[src/rtl/sc_posjug2_lanectrl_pkg.sv]
// sc_posjug2_pkg: shared lane-controller types and the lane count used by the player-2 comparator.
package sc_posjug2_pkg;
    typedef enum logic [1:0] {IDLE, HOLD, FROZEN} state_t;
    typedef enum logic [1:0] {NONE, LEFT, RIGHT} dir_t;
    localparam int NUM_LANES_DEF = 4;
endpackage

[src/rtl/sc_posjug2_lanectrl_if.sv]
// sc_posjug2_lanectrl_if: button/flag inputs and position/freeze outputs of the player-2 lane controller.
interface sc_posjug2_lanectrl_if #(parameter int DATAWIDTH = 8);
    logic                 SC_POSJUG2_LANECTRL_left_InHigh;
    logic                 SC_POSJUG2_LANECTRL_right_InHigh;
    logic                 SC_POSJUG2_LANECTRL_enable_InHigh;
    logic                 SC_POSJUG2_LANECTRL_clear_InHigh;
    logic                 SC_POSJUG2_LANECTRL_nocollision;
    logic [DATAWIDTH-1:0] SC_POSJUG2_LANECTRL_posjug2;
    logic                 SC_POSJUG2_LANECTRL_Frozen;
    modport master (
        output SC_POSJUG2_LANECTRL_left_InHigh, SC_POSJUG2_LANECTRL_right_InHigh,
               SC_POSJUG2_LANECTRL_enable_InHigh, SC_POSJUG2_LANECTRL_clear_InHigh,
               SC_POSJUG2_LANECTRL_nocollision,
        input  SC_POSJUG2_LANECTRL_posjug2, SC_POSJUG2_LANECTRL_Frozen
    );
    modport slave (
        input  SC_POSJUG2_LANECTRL_left_InHigh, SC_POSJUG2_LANECTRL_right_InHigh,
               SC_POSJUG2_LANECTRL_enable_InHigh, SC_POSJUG2_LANECTRL_clear_InHigh,
               SC_POSJUG2_LANECTRL_nocollision,
        output SC_POSJUG2_LANECTRL_posjug2, SC_POSJUG2_LANECTRL_Frozen
    );
endinterface

[src/rtl/sc_posjug2_lanectrl_repeat_timer.sv]
// sc_repeat_timer: load/decrement down-counter with zero flag, paces hold-to-repeat moves.
module sc_repeat_timer #(
    parameter int REPEAT_CYCLES = 12_500_000
) (
    input  logic i_clk,
    input  logic i_rst_n,
    input  logic i_clr,
    input  logic i_load,
    input  logic i_dec,
    output logic o_zero
);
    localparam int W = REPEAT_CYCLES > 1 ? $clog2(REPEAT_CYCLES) : 1;
    localparam logic [W-1:0] RELOAD = W'(REPEAT_CYCLES - 1);
    logic [W-1:0] r_cnt;
    always_ff @(posedge i_clk) begin
        if (!i_rst_n || i_clr) r_cnt <= '0;
        else if (i_load)       r_cnt <= RELOAD;
        else if (i_dec)        r_cnt <= r_cnt - W'(1);
    end
    assign o_zero = (r_cnt == '0);
endmodule

[src/rtl/sc_posjug2_lanectrl.sv]
// sc_posjug2_lanectrl: one-hot player-2 lane register driven by left/right buttons with
// hold-to-repeat, outer-lane saturation and freeze on collision.
module sc_posjug2_lanectrl
    import sc_posjug2_pkg::*;
#(
    parameter int DATAWIDTH     = 8,
    parameter int NUM_LANES     = NUM_LANES_DEF,
    parameter int START_LANE    = 0,
    parameter int REPEAT_CYCLES = 12_500_000
) (
    input  logic                   SC_POSJUG2_LANECTRL_CLOCK_50,
    input  logic                   SC_POSJUG2_LANECTRL_RESET_InLow,
    sc_posjug2_lanectrl_if.slave   lane
);
    localparam logic [DATAWIDTH-1:0] START_POS = DATAWIDTH'(1) << START_LANE;

    state_t               r_state;
    dir_t                 r_dir;
    logic [DATAWIDTH-1:0] r_pos;
    logic                 r_frozen;
    dir_t                 w_dir;
    logic                 w_clr, w_live, w_move, w_dec, w_zero;

    // Saturating one-hot shift: LEFT climbs toward bit NUM_LANES-1, RIGHT toward bit 0.
    function automatic logic [DATAWIDTH-1:0] f_step(input logic [DATAWIDTH-1:0] p, input dir_t d);
        return d == LEFT  ? (p[NUM_LANES-1] ? p : p << 1) :
               d == RIGHT ? (p[0] ? p : p >> 1) : p;
    endfunction

    always_comb begin
        w_dir  = (lane.SC_POSJUG2_LANECTRL_left_InHigh && !lane.SC_POSJUG2_LANECTRL_right_InHigh) ? LEFT :
                 (lane.SC_POSJUG2_LANECTRL_right_InHigh && !lane.SC_POSJUG2_LANECTRL_left_InHigh) ? RIGHT : NONE;
        w_clr  = !SC_POSJUG2_LANECTRL_RESET_InLow || lane.SC_POSJUG2_LANECTRL_clear_InHigh;
        w_live = lane.SC_POSJUG2_LANECTRL_enable_InHigh && lane.SC_POSJUG2_LANECTRL_nocollision && r_state != FROZEN;
        w_move = w_live && w_dir != NONE && (r_state == IDLE || w_dir != r_dir || w_zero);
        w_dec  = w_live && r_state == HOLD && w_dir == r_dir && !w_zero;
    end

    sc_repeat_timer #(.REPEAT_CYCLES(REPEAT_CYCLES)) u_timer (
        .i_clk   (SC_POSJUG2_LANECTRL_CLOCK_50),
        .i_rst_n (SC_POSJUG2_LANECTRL_RESET_InLow),
        .i_clr   (lane.SC_POSJUG2_LANECTRL_clear_InHigh),
        .i_load  (w_move),
        .i_dec   (w_dec),
        .o_zero  (w_zero)
    );

    always_ff @(posedge SC_POSJUG2_LANECTRL_CLOCK_50) begin
        if (w_clr) begin
            r_pos    <= START_POS;
            r_state  <= IDLE;
            r_dir    <= NONE;
            r_frozen <= 1'b0;
        end else if (r_state != FROZEN) begin
            if (!lane.SC_POSJUG2_LANECTRL_enable_InHigh) begin
                r_state <= IDLE;
            end else if (!lane.SC_POSJUG2_LANECTRL_nocollision) begin
                r_state  <= FROZEN;
                r_frozen <= 1'b1;
            end else if (w_dir == NONE) begin
                r_state <= IDLE;
            end else if (w_move) begin
                r_pos   <= f_step(r_pos, w_dir);
                r_dir   <= w_dir;
                r_state <= HOLD;
            end
        end
    end

    assign lane.SC_POSJUG2_LANECTRL_posjug2 = r_pos;
    assign lane.SC_POSJUG2_LANECTRL_Frozen  = r_frozen;
endmodule

[src/flat_wrapper.sv]
// flat-port wrapper written by rule: the top's interface ports become plain ports
module sc_posjug2_lanectrl_flat import sc_posjug2_pkg::*;
#(
    parameter int DATAWIDTH     = 8,
    parameter int NUM_LANES     = NUM_LANES_DEF,
    parameter int START_LANE    = 0,
    parameter int REPEAT_CYCLES = 12_500_000
)
  (SC_POSJUG2_LANECTRL_CLOCK_50, SC_POSJUG2_LANECTRL_RESET_InLow, lane_SC_POSJUG2_LANECTRL_left_InHigh, lane_SC_POSJUG2_LANECTRL_right_InHigh, lane_SC_POSJUG2_LANECTRL_enable_InHigh, lane_SC_POSJUG2_LANECTRL_clear_InHigh, lane_SC_POSJUG2_LANECTRL_nocollision, lane_SC_POSJUG2_LANECTRL_posjug2, lane_SC_POSJUG2_LANECTRL_Frozen);
  sc_posjug2_lanectrl_if #(.DATAWIDTH(DATAWIDTH)) lane_i ();
  input  logic SC_POSJUG2_LANECTRL_CLOCK_50;
  input  logic SC_POSJUG2_LANECTRL_RESET_InLow;
  input wire logic [$bits(lane_i.SC_POSJUG2_LANECTRL_left_InHigh)-1:0] lane_SC_POSJUG2_LANECTRL_left_InHigh;
  input wire logic [$bits(lane_i.SC_POSJUG2_LANECTRL_right_InHigh)-1:0] lane_SC_POSJUG2_LANECTRL_right_InHigh;
  input wire logic [$bits(lane_i.SC_POSJUG2_LANECTRL_enable_InHigh)-1:0] lane_SC_POSJUG2_LANECTRL_enable_InHigh;
  input wire logic [$bits(lane_i.SC_POSJUG2_LANECTRL_clear_InHigh)-1:0] lane_SC_POSJUG2_LANECTRL_clear_InHigh;
  input wire logic [$bits(lane_i.SC_POSJUG2_LANECTRL_nocollision)-1:0] lane_SC_POSJUG2_LANECTRL_nocollision;
  output wire logic [$bits(lane_i.SC_POSJUG2_LANECTRL_posjug2)-1:0] lane_SC_POSJUG2_LANECTRL_posjug2;
  output wire logic [$bits(lane_i.SC_POSJUG2_LANECTRL_Frozen)-1:0] lane_SC_POSJUG2_LANECTRL_Frozen;
  assign lane_i.SC_POSJUG2_LANECTRL_left_InHigh = lane_SC_POSJUG2_LANECTRL_left_InHigh;
  assign lane_i.SC_POSJUG2_LANECTRL_right_InHigh = lane_SC_POSJUG2_LANECTRL_right_InHigh;
  assign lane_i.SC_POSJUG2_LANECTRL_enable_InHigh = lane_SC_POSJUG2_LANECTRL_enable_InHigh;
  assign lane_i.SC_POSJUG2_LANECTRL_clear_InHigh = lane_SC_POSJUG2_LANECTRL_clear_InHigh;
  assign lane_i.SC_POSJUG2_LANECTRL_nocollision = lane_SC_POSJUG2_LANECTRL_nocollision;
  assign lane_SC_POSJUG2_LANECTRL_posjug2 = lane_i.SC_POSJUG2_LANECTRL_posjug2;
  assign lane_SC_POSJUG2_LANECTRL_Frozen = lane_i.SC_POSJUG2_LANECTRL_Frozen;
  sc_posjug2_lanectrl #(.DATAWIDTH(DATAWIDTH), .NUM_LANES(NUM_LANES), .START_LANE(START_LANE), .REPEAT_CYCLES(REPEAT_CYCLES)) u_core (.SC_POSJUG2_LANECTRL_CLOCK_50(SC_POSJUG2_LANECTRL_CLOCK_50), .SC_POSJUG2_LANECTRL_RESET_InLow(SC_POSJUG2_LANECTRL_RESET_InLow), .lane(lane_i));
endmodule
[config.mk]
export PLATFORM = sky130hd
export DESIGN_NAME = sc_posjug2_lanectrl_flat
export DESIGN_NICKNAME = d
export VERILOG_FILES = /design/src/rtl/sc_posjug2_lanectrl_pkg.sv /design/src/rtl/sc_posjug2_lanectrl_if.sv /design/src/rtl/sc_posjug2_lanectrl_repeat_timer.sv /design/src/rtl/sc_posjug2_lanectrl.sv /design/src/flat_wrapper.sv
export SDC_FILE = /design/constraint.sdc
export NUM_CORES = 1
export LEC_CHECK = 0
export ABC_AREA = 1
export BUFFER_PORTS_ARGS = -buffer_cell sky130_fd_sc_hd__buf_2
export CAP_MARGIN = 15
export CORE_AREA = 2 2 83 93
export CTS_CLUSTER_SIZE = 8
export DETAILED_ROUTE_END_ITERATION = 7
export DIE_AREA = 0 0 85 95
export GPL_TIMING_DRIVEN = 0
export PLACE_DENSITY = 0.49
export RECOVER_POWER = 100
export SLEW_MARGIN = 20
export SYNTH_ARGS = -nofsm -noshare
export SYNTH_HDL_FRONTEND = slang
export SYNTH_HIERARCHICAL = 1
export SYNTH_SLANG_ARGS = --single-unit
[constraint.sdc]
create_clock -name SC_POSJUG2_LANECTRL_CLOCK_50 -period 2.3 [get_ports SC_POSJUG2_LANECTRL_CLOCK_50]
set_clock_uncertainty 0.15 [all_clocks]
set_input_delay 0.115 -clock SC_POSJUG2_LANECTRL_CLOCK_50 [delete_from_list [all_inputs] [get_ports SC_POSJUG2_LANECTRL_CLOCK_50]]
set_output_delay 0.115 -clock SC_POSJUG2_LANECTRL_CLOCK_50 [all_outputs]
set_load 0.02 [all_outputs]
======== Yosys cells after proc, flatten, opt, wreduce, memory -nomap -nowiden ========
Cells that the tools add are included.
W data, S select, Z words.
cells by class
  add/sub/neg operators ................... 1
  multipliers ............................. 0
  divide/modulo/power cells ............... 0
  order comparisons ....................... 0
  equal/unequal tests ..................... 9
  shifts and indexed selects .............. 0
  multiplexer cells ....................... 12
  bitwise operators ....................... 2
  reduce and logical (&&, ||, !) cells .... 29
operator list
  kind                     number
  $mux W24                 2
  $mux W8                  4
  $logic_not A24 Y1        1
  $sub A24 B1 Y24 const B  1
  $reduce_and A7 Y1        2
  $mux W2                  6
  $logic_and A1 B1 Y1      9
  $reduce_and A8 Y1        1
  $ne A2 B2 Y1 const B     3
  $reduce_bool A2 Y1       3
  $reduce_and A5 Y1        1
  $eq A2 B1 Y1 const B     2
  $logic_not A1 Y1         4
  $logic_not A2 Y1         2
  $ne A4 B2 Y1 const B     1
  $logic_or A1 B1 Y1       3
  $reduce_and A3 Y1        1
  $eq A2 B2 Y1             1
  $eq A2 B2 Y1 const B     1
  $ne A2 B2 Y1             1
  $not A1 Y1               2
  $reduce_and A2 Y1        1
  $reduce_or A2 Y1         1
storage, ports and cells
  register bits after elaboration ......... 37
  latch bits .............................. 0
  RAM bits ................................ 0
  ROM bits ................................ 0
  bits of input ports ..................... 7
  output and inout bits ................... 9
  logic and storage cells ................. 61
  memories ................................ 0

======== Longest topological paths before layout ========
  depth in word-level cells ............... 12
  mapped depth ............................ 17
  depth with buffers taken out ............ 16

======== Hierarchy ========
The synthesis kept the hierarchy.
modules (own cells, without submodules)
  module               times used  cells an instance  area an instance (µm²)  seq. area each (µm²)
  sc_repeat_timer      1           235                1496.4                  480.5
  sc_posjug2_lanectrl  1           142                945.9                   260.2

======== Worst setup path after synthesis ========
No wires, ideal clock.
  kind .................................... register -> register
  from .................................... register u_core.u_timer.r_cnt[10]
  to ...................................... register u_core.u_timer.r_cnt[13]
  library setup time ...................... 0.056 ns
  data arrival time ....................... 1.946 ns
  required time ........................... 2.094 ns
  path slack .............................. 0.148 ns
  cell stages (with the launch flop) ...... 15
  path buffers ............................ 2
  clock period less this slack ............ 2.152 ns
  cell sequence ........................... dfxtp_1 -> nor2_2 -> nand2_1 -> nor2_1 -> nor4b_1 -> nor2_1 -> nand3_4 -> buf_8 -> nand2_8 -> inv_4 -> inv_1 -> clkbuf_4 -> nand3_1 -> nand2_1 -> inv_1
on the way
  cells in the longest elaborated chain, start to end .. 4
  elaborated cells on any way between the ends .. 9
  classes of those cells .................. add/sub: 1; mux: 2; reduce/logical: 6
RTL lines
  element                                                RTL line                                source
  from (decl)                                            sc_posjug2_lanectrl_repeat_timer.sv:14  logic [W-1:0] r_cnt;
  from (signal assigned)                                 sc_posjug2_lanectrl_repeat_timer.sv:18  else if (i_dec) r_cnt <= r_cnt - W'(1);
  $logic_not A24 Y1 *                                    sc_posjug2_lanectrl_repeat_timer.sv:20  assign o_zero = (r_cnt == '0);
  net u_core.w_zero                                      sc_posjug2_lanectrl.sv:22               logic w_clr, w_live, w_move, w_dec, w_zero;
  $logic_or A1 B1 Y1 *                                   sc_posjug2_lanectrl.sv:35               w_move = w_live && w_dir != NONE && (r_state == IDLE || w_dir != r_dir || w_zero);
  $logic_and A1 B1 Y1 *                                  sc_posjug2_lanectrl.sv:35
  net u_core.w_move                                      sc_posjug2_lanectrl.sv:22
  $mux W24 / $reduce_bool A2 Y1 (equally long branches)  n/a
Mark *: on every way through the listed nets, which the timed path passes. The rest lies on a longest branch. The select of a mux whose other input is x is not followed.
A chain may end at the register's enable or synchronous reset.

======== Worst setup path after layout ========
  from .................................... register u_core.u_timer.r_cnt[17]
  to ...................................... register u_core.u_timer.r_cnt[7]
on the way
  cells in the longest elaborated chain, start to end .. 4
  elaborated cells on any way between the ends .. 6
  classes of those cells .................. reduce/logical: 6
RTL lines
  element                     RTL line
  $logic_not A24 Y1           sc_posjug2_lanectrl_repeat_timer.sv:20
  net u_core.w_zero           sc_posjug2_lanectrl.sv:22
  $logic_or A1 B1 Y1          sc_posjug2_lanectrl.sv:35
  $logic_and A1 B1 Y1         sc_posjug2_lanectrl.sv:35
  net u_core.w_move           sc_posjug2_lanectrl.sv:22
  $reduce_or A2 Y1 (no line)  n/a
The timed path passes the listed nets, and every way through them passes these cells.

==> metrics <==
Min-Delay Path Class=in2reg; CP required=2.32 ns; worst path arrival time=2.19 ns; routability cong.=0.7847; peak supply drop=243.3 uV; initial antenna violation count=0; synth unique cells=36; crit-path leading delay family=simple AND/OR/NAND/NOR gates; CP bufs+invs=3; register area share after synthesis=0.3033; io pins=16; core area=0.007226 sq mm; Top cell by count, worst path=nor2_1; number of max-cap violations=0; die area=roughly 0.0081 sq mm; pin count of the biggest net entering global routing=12; row count=33; antenna diode count=0; Finished Core Util=0.4069; first-pass GRT wire length=roughly 10 mm; root buffer cell=clkbuf_8; EDFF count, synth=0; vias in the first global route=around 2,200; Die Width=85 microns; pwr dens=510.0 mW/mm^2; die height=roughly 95 microns; Setup crit start kind=flop; post-synth top area cell=dfxtp_1; Mapped Nets=388; Syn-to-layout area delta=20.39%; via count of the routed design=between 2,000 and 2,500; synthesized instance count=377; Least-Margin Pin Slew=0.4988 ns; Ys Warns=6; status=finished, final reports clean; max incr delay on CP=0.34 ns; htree depth=2; Routed wire per std cell=between 10 and 15 microns; max_slew headroom=0.6662; most common cell after layout, fill and taps aside=nand2_1; Final Power=1.499 mW; crit path max fanout=7; insertion delay to the later sink of the worst-skew pair=0.29 ns; ranking of synthesized cells by area=dfxtp_1, nand2_1, inv_1, nand3_1, nor2_1; final WL=6.058 mm; layout cells sized above 1=0.2596; Hold Worst Slack=roughly 0.016 ns; Vias/cell=roughly 4.5; dpl cells=479; Avg Cell Area, Syn=between 6 and 7 sq um; Port Buffers=15; flops & latches, synth=37; fmax=461.3 MHz; effective utilization at floorplan=0.3380; hpwl dp=roughly 4.5 mm; min cycle time layout=2.168 ns; ys flop type=dfxtp_1; detailed-route DRC error count=0; 1st-pass router iterations=4; cts bufs inserted=5; critical path class=reg2reg; DRT antenna net count=0; Max clock buf depth=2; GRT Overall Usage=0.1562; # hold bufs at CTS=0; period utilisation layout=0.9424; Overflow after GRT=0; Final Hold Viols=0; fraction of registers with async set/reset=0; Lkg Pwr=1.411 nW; Slowest-stage cell, CP=dfxtp_2; Crit. End Element=flop; TritonCTS Sinks=37; crit-path cells=nor2_4 > and3_4 > nand2_2 > nor4b_4 > nor2_2 > nand3_4 > nand2_8 > inv_8 > buf_4 > nor2_1 > inv_1 > nor2_1; commonest cells after routing, fill and taps aside=nand2_1, inv_1, nor2_1; Cell Area, Synth=about 0.0024 sq mm; CTS clk-pin slew, worst paths=roughly 0.080 ns; final setup fails=0; non-filler cells, final=503; post-synth top area share=0.3033; NumNets Final=426; 1st-iter DRT viols=82; CTS tree=done; max-slew violations=0; FILL cells=about 780
state kept, by name, indices dropped and copies added (netlist names):
signal and cells:
u_core/r_state 2, u_core/u_timer/r_cnt 24, u_core/lane.SC_POSJUG2_LANECTRL_Frozen 1, u_core/r_dir 2
u_core/lane.SC_POSJUG2_LANECTRL_posjug2 8
logic make-up (layout without fill, tap and decap cells):
family          Yosys count  count (layout)  synth area share
simple gates            218             218            0.4513
buf+inv                  87             126            0.1516
flops                    37              37            0.3033
compound gates           29              29           0.06301
fa+ha+maj                 4               4           0.02049
xor+xnor                  2               2           0.01025
final timing paths:
kind,startpoint,to,slack (ns),cells after the start
max,u_core/u_timer/r_cnt[17]$_SDFFE_PP0P_,u_core/u_timer/r_cnt[7]$_SDFFE_PP0P_,0.13,12
min,lane_SC_POSJUG2_LANECTRL_enable_InHigh,u_core/r_state[0]$_SDFFE_PP0P_,0.02,3
max reg2reg,u_core/u_timer/r_cnt[17]$_SDFFE_PP0P_,u_core/u_timer/r_cnt[7]$_SDFFE_PP0P_,0.13,12
min reg2reg,u_core/lane.SC_POSJUG2_LANECTRL_Frozen$_SDFFE_PP0P_,u_core/lane.SC_POSJUG2_LANECTRL_Frozen$_SDFFE_PP0P_,0.33,2
metrics by stage:
stage | area, sq um | TNS, ns | setup WS [ns]
after global placement | 2626 | -6.316 | -0.3789
after floorplan | 2442 | 0 | 0.1479
after detailed placement | 2626 | -6.835 | -0.3989
after CTS | 2850 | 0 | 0.01314
after global routing | 2940 | -0.01202 | -0.01202
final | 2940 | 0 | 0.1324
Yosys cell counts (2+ instances only):
library cell,number
nand2_1,82
ha_1,4
nor3_1,2
buf_4,2
inv_2,5
a21oi_1,8
o21ai_1,7
nor2_1,43
nor2_2,16
dfxtp_1,37
nand4_1,13
nand2_2,8
inv_4,2
nor2_4,6
nand3_2,3
nand3_1,35
nand3b_1,2
nand3_4,2
o21ai_0,11
buf_6,2
inv_1,72
final cells by class:
class                   count  area [sq um]  area share
well taps                  87         108.9     0.03702
flip-flops and latches     37         757.0      0.2574
multi-input cells         253          1394      0.4740
inverters                  80         314.1      0.1068
repair buffers             32         192.7     0.06553
plain buffers               6         57.56     0.01957
clock buffers               7         86.33     0.02936
clock inverters             1         30.03     0.01021
per-layer routing:
layer | up-vias | routed length (microns) | global-route usage
li1 | 1240 | - | -
met1 | 990 | 2693 | 0.1848
met2 | 33 | 3064 | 0.2806
met3 | 9 | 190 | 0.03584
met4 | 0 | 110 | 0.04630
met5 | - | 0 | 0
where the power goes:
group	switching [mW]	total, mW	internal [mW]	leakage (nW)
Clock	0.246	0.600	0.354	0.0585
Sequential	0.0116	0.662	0.651	0.305
Combinational	0.144	0.238	0.0938	1.05
Total	0.401	1.50	1.10	1.41
worst min-delay path: cells and delay by family:
family / cells / cell delay (ns)
buffers and inverters: 1 / 0.12
and+or+nand+nor: 2 / 0.17
repair_timing:
item	CTS	global route
resized for setup	12	35
pin swaps	6	12
cloned	1	1
hold endpoints to repair	0	0
setup endpoints to repair	24	22
setup buffers	7	8
No activity file was read; power rests on OpenSTA's default activity.
